File: src/rtl/lcd_pkg.sv
// Shared constants, state encoding and helpers for the LCD refresh sequencer.
// The HD44780 command set and the write-list lengths live here.
package lcd_pkg;

  localparam logic [7:0] FUNC_SET   = 8'h38;
  localparam logic [7:0] DISP_ON    = 8'h0C;
  localparam logic [7:0] CLEAR      = 8'h01;
  localparam logic [7:0] ENTRY_MODE = 8'h06;
  localparam logic [7:0] LINE1_ADDR = 8'h80;
  localparam logic [7:0] LINE2_ADDR = 8'hC0;
  localparam logic [7:0] CHAR_SPACE = 8'h20;

  localparam int INIT_LEN  = 4;
  localparam int PASS_LEN  = 34;
  localparam int BUF_DEPTH = 32;

  typedef logic [2:0] lcd_state_t;

  localparam lcd_state_t ST_PWR_WAIT = 3'd0;
  localparam lcd_state_t ST_LOAD     = 3'd1;
  localparam lcd_state_t ST_ISSUE    = 3'd2;
  localparam lcd_state_t ST_WAIT_LO  = 3'd3;
  localparam lcd_state_t ST_WAIT_HI  = 3'd4;
  localparam lcd_state_t ST_DELAY    = 3'd5;
  localparam lcd_state_t ST_IDLE     = 3'd6;

  typedef struct packed {
    logic       rs;
    logic [7:0] data;
  } lcd_byte_t;

  function automatic logic [7:0] init_cmd(input logic [1:0] idx);
    case (idx)
      2'd0:    return FUNC_SET;
      2'd1:    return DISP_ON;
      2'd2:    return CLEAR;
      default: return ENTRY_MODE;
    endcase
  endfunction

endpackage

File: src/rtl/lcd_sequencer_if.sv
// Byte handshake between the sequencer (master) and the LCD write controller (slave).
interface lcd_sequencer_if;
  logic [7:0] lcd_data;
  logic       lcd_rs;
  logic       lcd_start;
  logic       lcd_done;

  modport master (output lcd_data, output lcd_rs, output lcd_start, input lcd_done);
  modport slave  (input lcd_data, input lcd_rs, input lcd_start, output lcd_done);
endinterface

File: src/rtl/lcd_char_buffer.sv
// 32x8 character buffer: synchronous write, asynchronous read, resets to spaces.
module lcd_char_buffer
  import lcd_pkg::*;
(
  input  logic       clock,
  input  logic       reset,
  input  logic       wr_en,
  input  logic [4:0] wr_addr,
  input  logic [7:0] wr_data,
  input  logic [4:0] rd_addr,
  output logic [7:0] rd_data
);

  logic [7:0] mem [BUF_DEPTH];

  always_ff @(posedge clock or posedge reset) begin
    if (reset) begin
      for (int i = 0; i < BUF_DEPTH; i++) mem[i] <= CHAR_SPACE;
    end else if (wr_en) begin
      mem[wr_addr] <= wr_data;
    end
  end

  assign rd_data = mem[rd_addr];

endmodule

File: src/rtl/lcd_sequencer.sv
// HD44780 init + display refresh sequencer feeding the LCD write controller.
//   state    | meaning
//   PWR_WAIT | power-up settle delay after reset
//   LOAD     | latch next byte/rs from the step index
//   ISSUE    | one-cycle start pulse
//   WAIT_LO  | wait for done to drop (controller accepted)
//   WAIT_HI  | wait for done to return high
//   DELAY    | execution delay, longer after CLEAR
//   IDLE     | display up to date, waiting for refresh
module lcd_sequencer
  import lcd_pkg::*;
#(
  parameter int POWERUP_DELAY = 750000,
  parameter int CMD_DELAY     = 2000,
  parameter int CLEAR_DELAY   = 82000,
  parameter int CNT_W         = 20
) (
  input  logic             clock,
  input  logic             reset,
  input  logic             wr_en,
  input  logic [4:0]       wr_addr,
  input  logic [7:0]       wr_data,
  input  logic             refresh,
  output logic             busy,
  output logic             init_done,
  lcd_sequencer_if.master  lcd
);

  lcd_state_t       state;
  logic [CNT_W-1:0] cnt;
  logic [CNT_W-1:0] cnt_inc;
  logic [CNT_W-1:0] delay_end;
  logic [5:0]       step;
  logic             in_init;
  logic             pending;
  logic             last_step;
  logic [4:0]       rd_addr;
  logic [7:0]       rd_data;
  lcd_byte_t        nxt;

  lcd_char_buffer u_buf (
    .clock   (clock),
    .reset   (reset),
    .wr_en   (wr_en),
    .wr_addr (wr_addr),
    .wr_data (wr_data),
    .rd_addr (rd_addr),
    .rd_data (rd_data)
  );

  // Pass layout: 0 = line-1 addr, 1..16 = buf[0..15], 17 = line-2 addr, 18..33 = buf[16..31]
  always_comb begin
    rd_addr = '0;
    if (step >= 6'd18)     rd_addr = 5'(step - 6'd2);
    else if (step >= 6'd1) rd_addr = 5'(step - 6'd1);
  end

  always_comb begin
    nxt.rs   = 1'b0;
    nxt.data = 8'h00;
    if (in_init) begin
      nxt.data = init_cmd(step[1:0]);
    end else if (step == 6'd0) begin
      nxt.data = LINE1_ADDR;
    end else if (step == 6'd17) begin
      nxt.data = LINE2_ADDR;
    end else begin
      nxt.rs   = 1'b1;
      nxt.data = rd_data;
    end
  end

  assign cnt_inc   = (cnt == '1) ? cnt : cnt + 1'b1;
  assign delay_end = (lcd.lcd_data == CLEAR && !lcd.lcd_rs) ? CNT_W'(CLEAR_DELAY - 1)
                                                            : CNT_W'(CMD_DELAY - 1);
  assign last_step = in_init ? (step == 6'(INIT_LEN - 1)) : (step == 6'(PASS_LEN - 1));

  assign busy          = (state != ST_IDLE);
  assign lcd.lcd_start = (state == ST_ISSUE);

  always_ff @(posedge clock or posedge reset) begin
    if (reset) begin
      state        <= ST_PWR_WAIT;
      cnt          <= '0;
      step         <= '0;
      in_init      <= 1'b1;
      pending      <= 1'b0;
      init_done    <= 1'b0;
      lcd.lcd_data <= 8'h00;
      lcd.lcd_rs   <= 1'b0;
    end else begin
      // Counter only survives while staying in a counting state.
      cnt <= '0;
      if (refresh && state != ST_IDLE) pending <= 1'b1;
      case (state)
        ST_PWR_WAIT: begin
          if (cnt == CNT_W'(POWERUP_DELAY - 1)) state <= ST_LOAD;
          else                                  cnt   <= cnt_inc;
        end
        ST_LOAD: begin
          lcd.lcd_data <= nxt.data;
          lcd.lcd_rs   <= nxt.rs;
          state        <= ST_ISSUE;
        end
        ST_ISSUE:   state <= ST_WAIT_LO;
        ST_WAIT_LO: if (!lcd.lcd_done) state <= ST_WAIT_HI;
        ST_WAIT_HI: if (lcd.lcd_done)  state <= ST_DELAY;
        ST_DELAY: begin
          if (cnt != delay_end) begin
            cnt <= cnt_inc;
          end else if (!last_step) begin
            step  <= step + 6'd1;
            state <= ST_LOAD;
          end else begin
            step <= '0;
            if (in_init) begin
              in_init   <= 1'b0;
              init_done <= 1'b1;
              state     <= ST_LOAD;
            end else if (pending || refresh) begin
              // A request landing on the final cycle still earns a pass.
              pending <= 1'b0;
              state   <= ST_LOAD;
            end else begin
              state <= ST_IDLE;
            end
          end
        end
        ST_IDLE: begin
          if (refresh) begin
            step  <= '0;
            state <= ST_LOAD;
          end
        end
        default: state <= ST_PWR_WAIT;
      endcase
    end
  end

endmodule

File: src/flat_wrapper.sv
// flat-port wrapper written by rule: the top's interface ports become plain ports
module lcd_sequencer_flat import lcd_pkg::*;
#(
  parameter int POWERUP_DELAY = 750000,
  parameter int CMD_DELAY     = 2000,
  parameter int CLEAR_DELAY   = 82000,
  parameter int CNT_W         = 20
)
  (clock, reset, wr_en, wr_addr, wr_data, refresh, busy, init_done, lcd_lcd_data, lcd_lcd_rs, lcd_lcd_start, lcd_lcd_done);
  lcd_sequencer_if lcd_i ();
  input  logic clock;
  input  logic reset;
  input  logic wr_en;
  input  logic [4:0] wr_addr;
  input  logic [7:0] wr_data;
  input  logic refresh;
  output logic busy;
  output logic init_done;
  output wire logic [$bits(lcd_i.lcd_data)-1:0] lcd_lcd_data;
  output wire logic [$bits(lcd_i.lcd_rs)-1:0] lcd_lcd_rs;
  output wire logic [$bits(lcd_i.lcd_start)-1:0] lcd_lcd_start;
  input wire logic [$bits(lcd_i.lcd_done)-1:0] lcd_lcd_done;
  assign lcd_lcd_data = lcd_i.lcd_data;
  assign lcd_lcd_rs = lcd_i.lcd_rs;
  assign lcd_lcd_start = lcd_i.lcd_start;
  assign lcd_i.lcd_done = lcd_lcd_done;
  lcd_sequencer #(.POWERUP_DELAY(POWERUP_DELAY), .CMD_DELAY(CMD_DELAY), .CLEAR_DELAY(CLEAR_DELAY), .CNT_W(CNT_W)) u_core (.clock(clock), .reset(reset), .wr_en(wr_en), .wr_addr(wr_addr), .wr_data(wr_data), .refresh(refresh), .busy(busy), .init_done(init_done), .lcd(lcd_i));
endmodule
File: config.mk
export PLATFORM = sky130hd
export DESIGN_NAME = lcd_sequencer_flat
export DESIGN_NICKNAME = d
export VERILOG_FILES = /design/src/rtl/lcd_pkg.sv /design/src/rtl/lcd_sequencer_if.sv /design/src/rtl/lcd_char_buffer.sv /design/src/rtl/lcd_sequencer.sv /design/src/flat_wrapper.sv
export SDC_FILE = /design/constraint.sdc
export NUM_CORES = 1
export LEC_CHECK = 0
export CAP_MARGIN = 20
export CORE_MARGIN = 2
export CORE_UTILIZATION = 25
export DETAILED_ROUTE_END_ITERATION = 8
export PLACE_DENSITY = 0.44
export SLEW_MARGIN = 20
export SYNTH_ARGS = -nofsm -noshare
export SYNTH_HDL_FRONTEND = slang
export SYNTH_SLANG_ARGS = --single-unit
export TNS_END_PERCENT = 10
File: constraint.sdc
create_clock -name clock -period 21 [get_ports clock]
set_clock_uncertainty 0.2 [all_clocks]
set_input_delay 5.25 -clock clock [delete_from_list [all_inputs] [get_ports clock]]
set_output_delay 5.25 -clock clock [all_outputs]
set_load 0.05 [all_outputs]
==> metrics <==
final worst-path cycle share 36.7%; first-pass GRT wire length 68.0 mm; Worst EP required 15,550 ps; worst endpoint data arrival time 2250 ps; Hold Slack 301 ps; ranking of synthesized cells by area dfrtp_1 (45%), mux2_2 (21%), dfstp_2 (5.9%); Netlist cell types 73; HPWL after DPL 28.0 mm; max cap viols 0; Setup violations, final 0; Tot GR Track Use 14.8%; Yosys warnings 0; grt total ovfl 0; post-synthesis sequential area ratio 51.0%; crit path capture type primary output; I/O pins 30; RSZ-0062 raised after global routing no; Post-CTS Setup Bufs 0; DR WL/cell 20.9 um; CP Max Fanout 7; run status finished clean; vias in the first global route 10,500; DRC viols 0; initial antenna violation count 2; Die ar. 60,600 um^2; Starting Density 25.4%; CTS H-tree lvls 2; cell taking the most area after synthesis dfrtp_1; syn nets 1,341; register area 7470 um^2; post-synth top area share 45.1%; core area 57,800 um^2; leak pwr 0.00715 uW; peak supply drop 0.0000825 V; HP Class flop to flop; hold-fix buffers at CTS 0; Slew @ Worst Pin 1010 ps; number of flops mapped to enable cells by yosys 0; Num Clock Sinks 297; fin crit period 7700 ps; endpoints failing hold 0; Pre-antenna DRT Iters 5; Main synth FF type dfrtp_1; vias after detailed routing 10,200; Synth Instances 1,314; highest-count cells in the layout ignoring fill and taps mux2_2 (268), dfrtp_1 (264), nand2_1 (226); total CTS buffers 38; area of the multi-input gates 6810 um^2; largest net degree at the start of global routing 94; post-route ant nets 0; DR vias/cell 4.84; commonest non-fill, non-tap cell in the layout mux2_2; relative slew slack 32.6%; post-CTS sizing 0; Die Wd 246 um; Post-synth ARST share 100%; fraction of layout instances using a drive strength above 1 29.8%; # port buffers 29; Avg Inst Size Synth 11.2 um^2; Root Driver clkbuf_16; final WL 44.1 mm; Crit Path Class flop to primary output; Fillers 5,976; Seq cells post-synth 297; TNS Setup 0 ps; post-synthesis cell area 14,700 um^2; crit start category flop; Final Wtd Congestion 0.791; synthesis-to-layout area growth 15.7%; Clk pin slew, worst setup/hold paths 50 ps; Clock Latency Late Sink 560 ps; PD cells 117 nW/um^2; First DRT Iteration DRCs 713; Die H 246 um; clock buffer depth 3; CTS tree built; Nets 1,344; fmax 0.130 GHz; max-slew violations 0; num rows 88
==> area by class of cell <==
| class | instances | share of cell area [%] |
|---|---|---|
| Timing Repair Buffer | 45 | 2.27 |
| Tap cell | 765 | 5.64 |
| Sequential cell | 297 | 44.1 |
| Clock inverter | 9 | 0.745 |
| Multi-Input combinational cell | 924 | 40.1 |
| Clock buffer | 60 | 6.80 |
| Antenna cell | 2 | 0.0295 |
| Inverter | 11 | 0.288 |
==> synth_stat cells (5+ instances only) <==
library cell / n
o211ai_1: 8
inv_1: 11
nor3b_1: 9
a32oi_1: 6
xnor2_1: 5
dfstp_2: 33
nor2_1: 61
nand3_1: 51
mux2_2: 268
nand4_1: 17
and3_1: 16
nand3b_1: 6
mux2i_1: 44
a21oi_1: 32
o31ai_1: 8
clkbuf_1: 56
buf_2: 17
xor2_1: 12
nor3_1: 16
ha_1: 9
a31oi_1: 18
nor2b_1: 6
nand2_1: 226
o21ai_0: 21
buf_6: 5
dfrtp_1: 264
==> cells by family (layout without fill, tap and decap cells) <==
family          count (synthesis)  in the layout  synth area share (%)
compound gates                151            151                  7.14
mux                           314            314                  23.8
xor+xnor                       17             17                  1.02
flops                         297            297                  51.0
buf+inv                        93            125                  2.83
simple gates                  433            433                  13.5
fa+ha+maj                       9              9                 0.768
other cells                     0              2                     0
==> power breakdown <==
group	switching (uW)	internal, uW	total, uW
Clock	264	404	667
Sequential	68.7	691	760
Combinational	353	211	563
==> final timing paths <==
check	start	endpoint	slack [ps]	cells after the start
setup / recovery	u_core.state[2]$_DFFE_PP0P_	busy	13300	3
hold / removal	u_core.init_done$_DFFE_PP0P_	u_core.init_done$_DFFE_PP0P_	300	1
setup reg to reg	u_core.step[0]$_DFFE_PP0P_	u_core.lcd.lcd_data[3]$_DFFE_PP0P_	15700	12
hold reg to reg	u_core.init_done$_DFFE_PP0P_	u_core.init_done$_DFFE_PP0P_	300	1
max in group asynchronous	reset	u_core.u_buf.mem[48]$_DFFE_PP0P_	14080	3
min in group asynchronous	reset	u_core.u_buf.mem[231]$_DFFE_PP0P_	4990	2
==> flip-flops by register name (all words and copies together) (netlist names) <==
register             count
u_core.cnt              20
u_core.init_done         1
u_core.pending           1
u_core.step              6
u_core.lcd.lcd_rs        1
u_core.lcd.lcd_data      8
u_core.state             3
u_core.in_init           1
u_core.u_buf.mem       256
==> layer usage <==
metal / share of wire, % / up-vias / wire length [um] / GRT usage (%)
li1: - / 4699 / - / -
met1: 46 / 5267 / 20400 / 20.3
met2: 46 / 186 / 20400 / 23.7
met3: 5.4 / 70 / 2360 / 3.09
met4: 2.2 / 2 / 985 / 3.92
met5: 0.043 / - / 19 / 0
==> worst max-delay path, cell delays in order (launching register included) <==
cell and delay, ps:
dfrtp_1 450, nor2b_1 190, nand2_1 220, clkdlybuf4s50_1 850
==> stage by stage <==
step	utilization, %	instance area, um^2	std cells	power [uW]	setup slack (ps)
after floorplan	-	14700	1314	1130	7400
after global placement	27.1	15700	2042	1330	13090
after detailed placement	27.1	15700	2042	1340	13100
after CTS	29.3	17000	2111	2010	13260
after global routing	29.3	17000	2111	2090	13210
final	29.3	17000	2113	1990	13300
(Power assumes the default switching activity.)
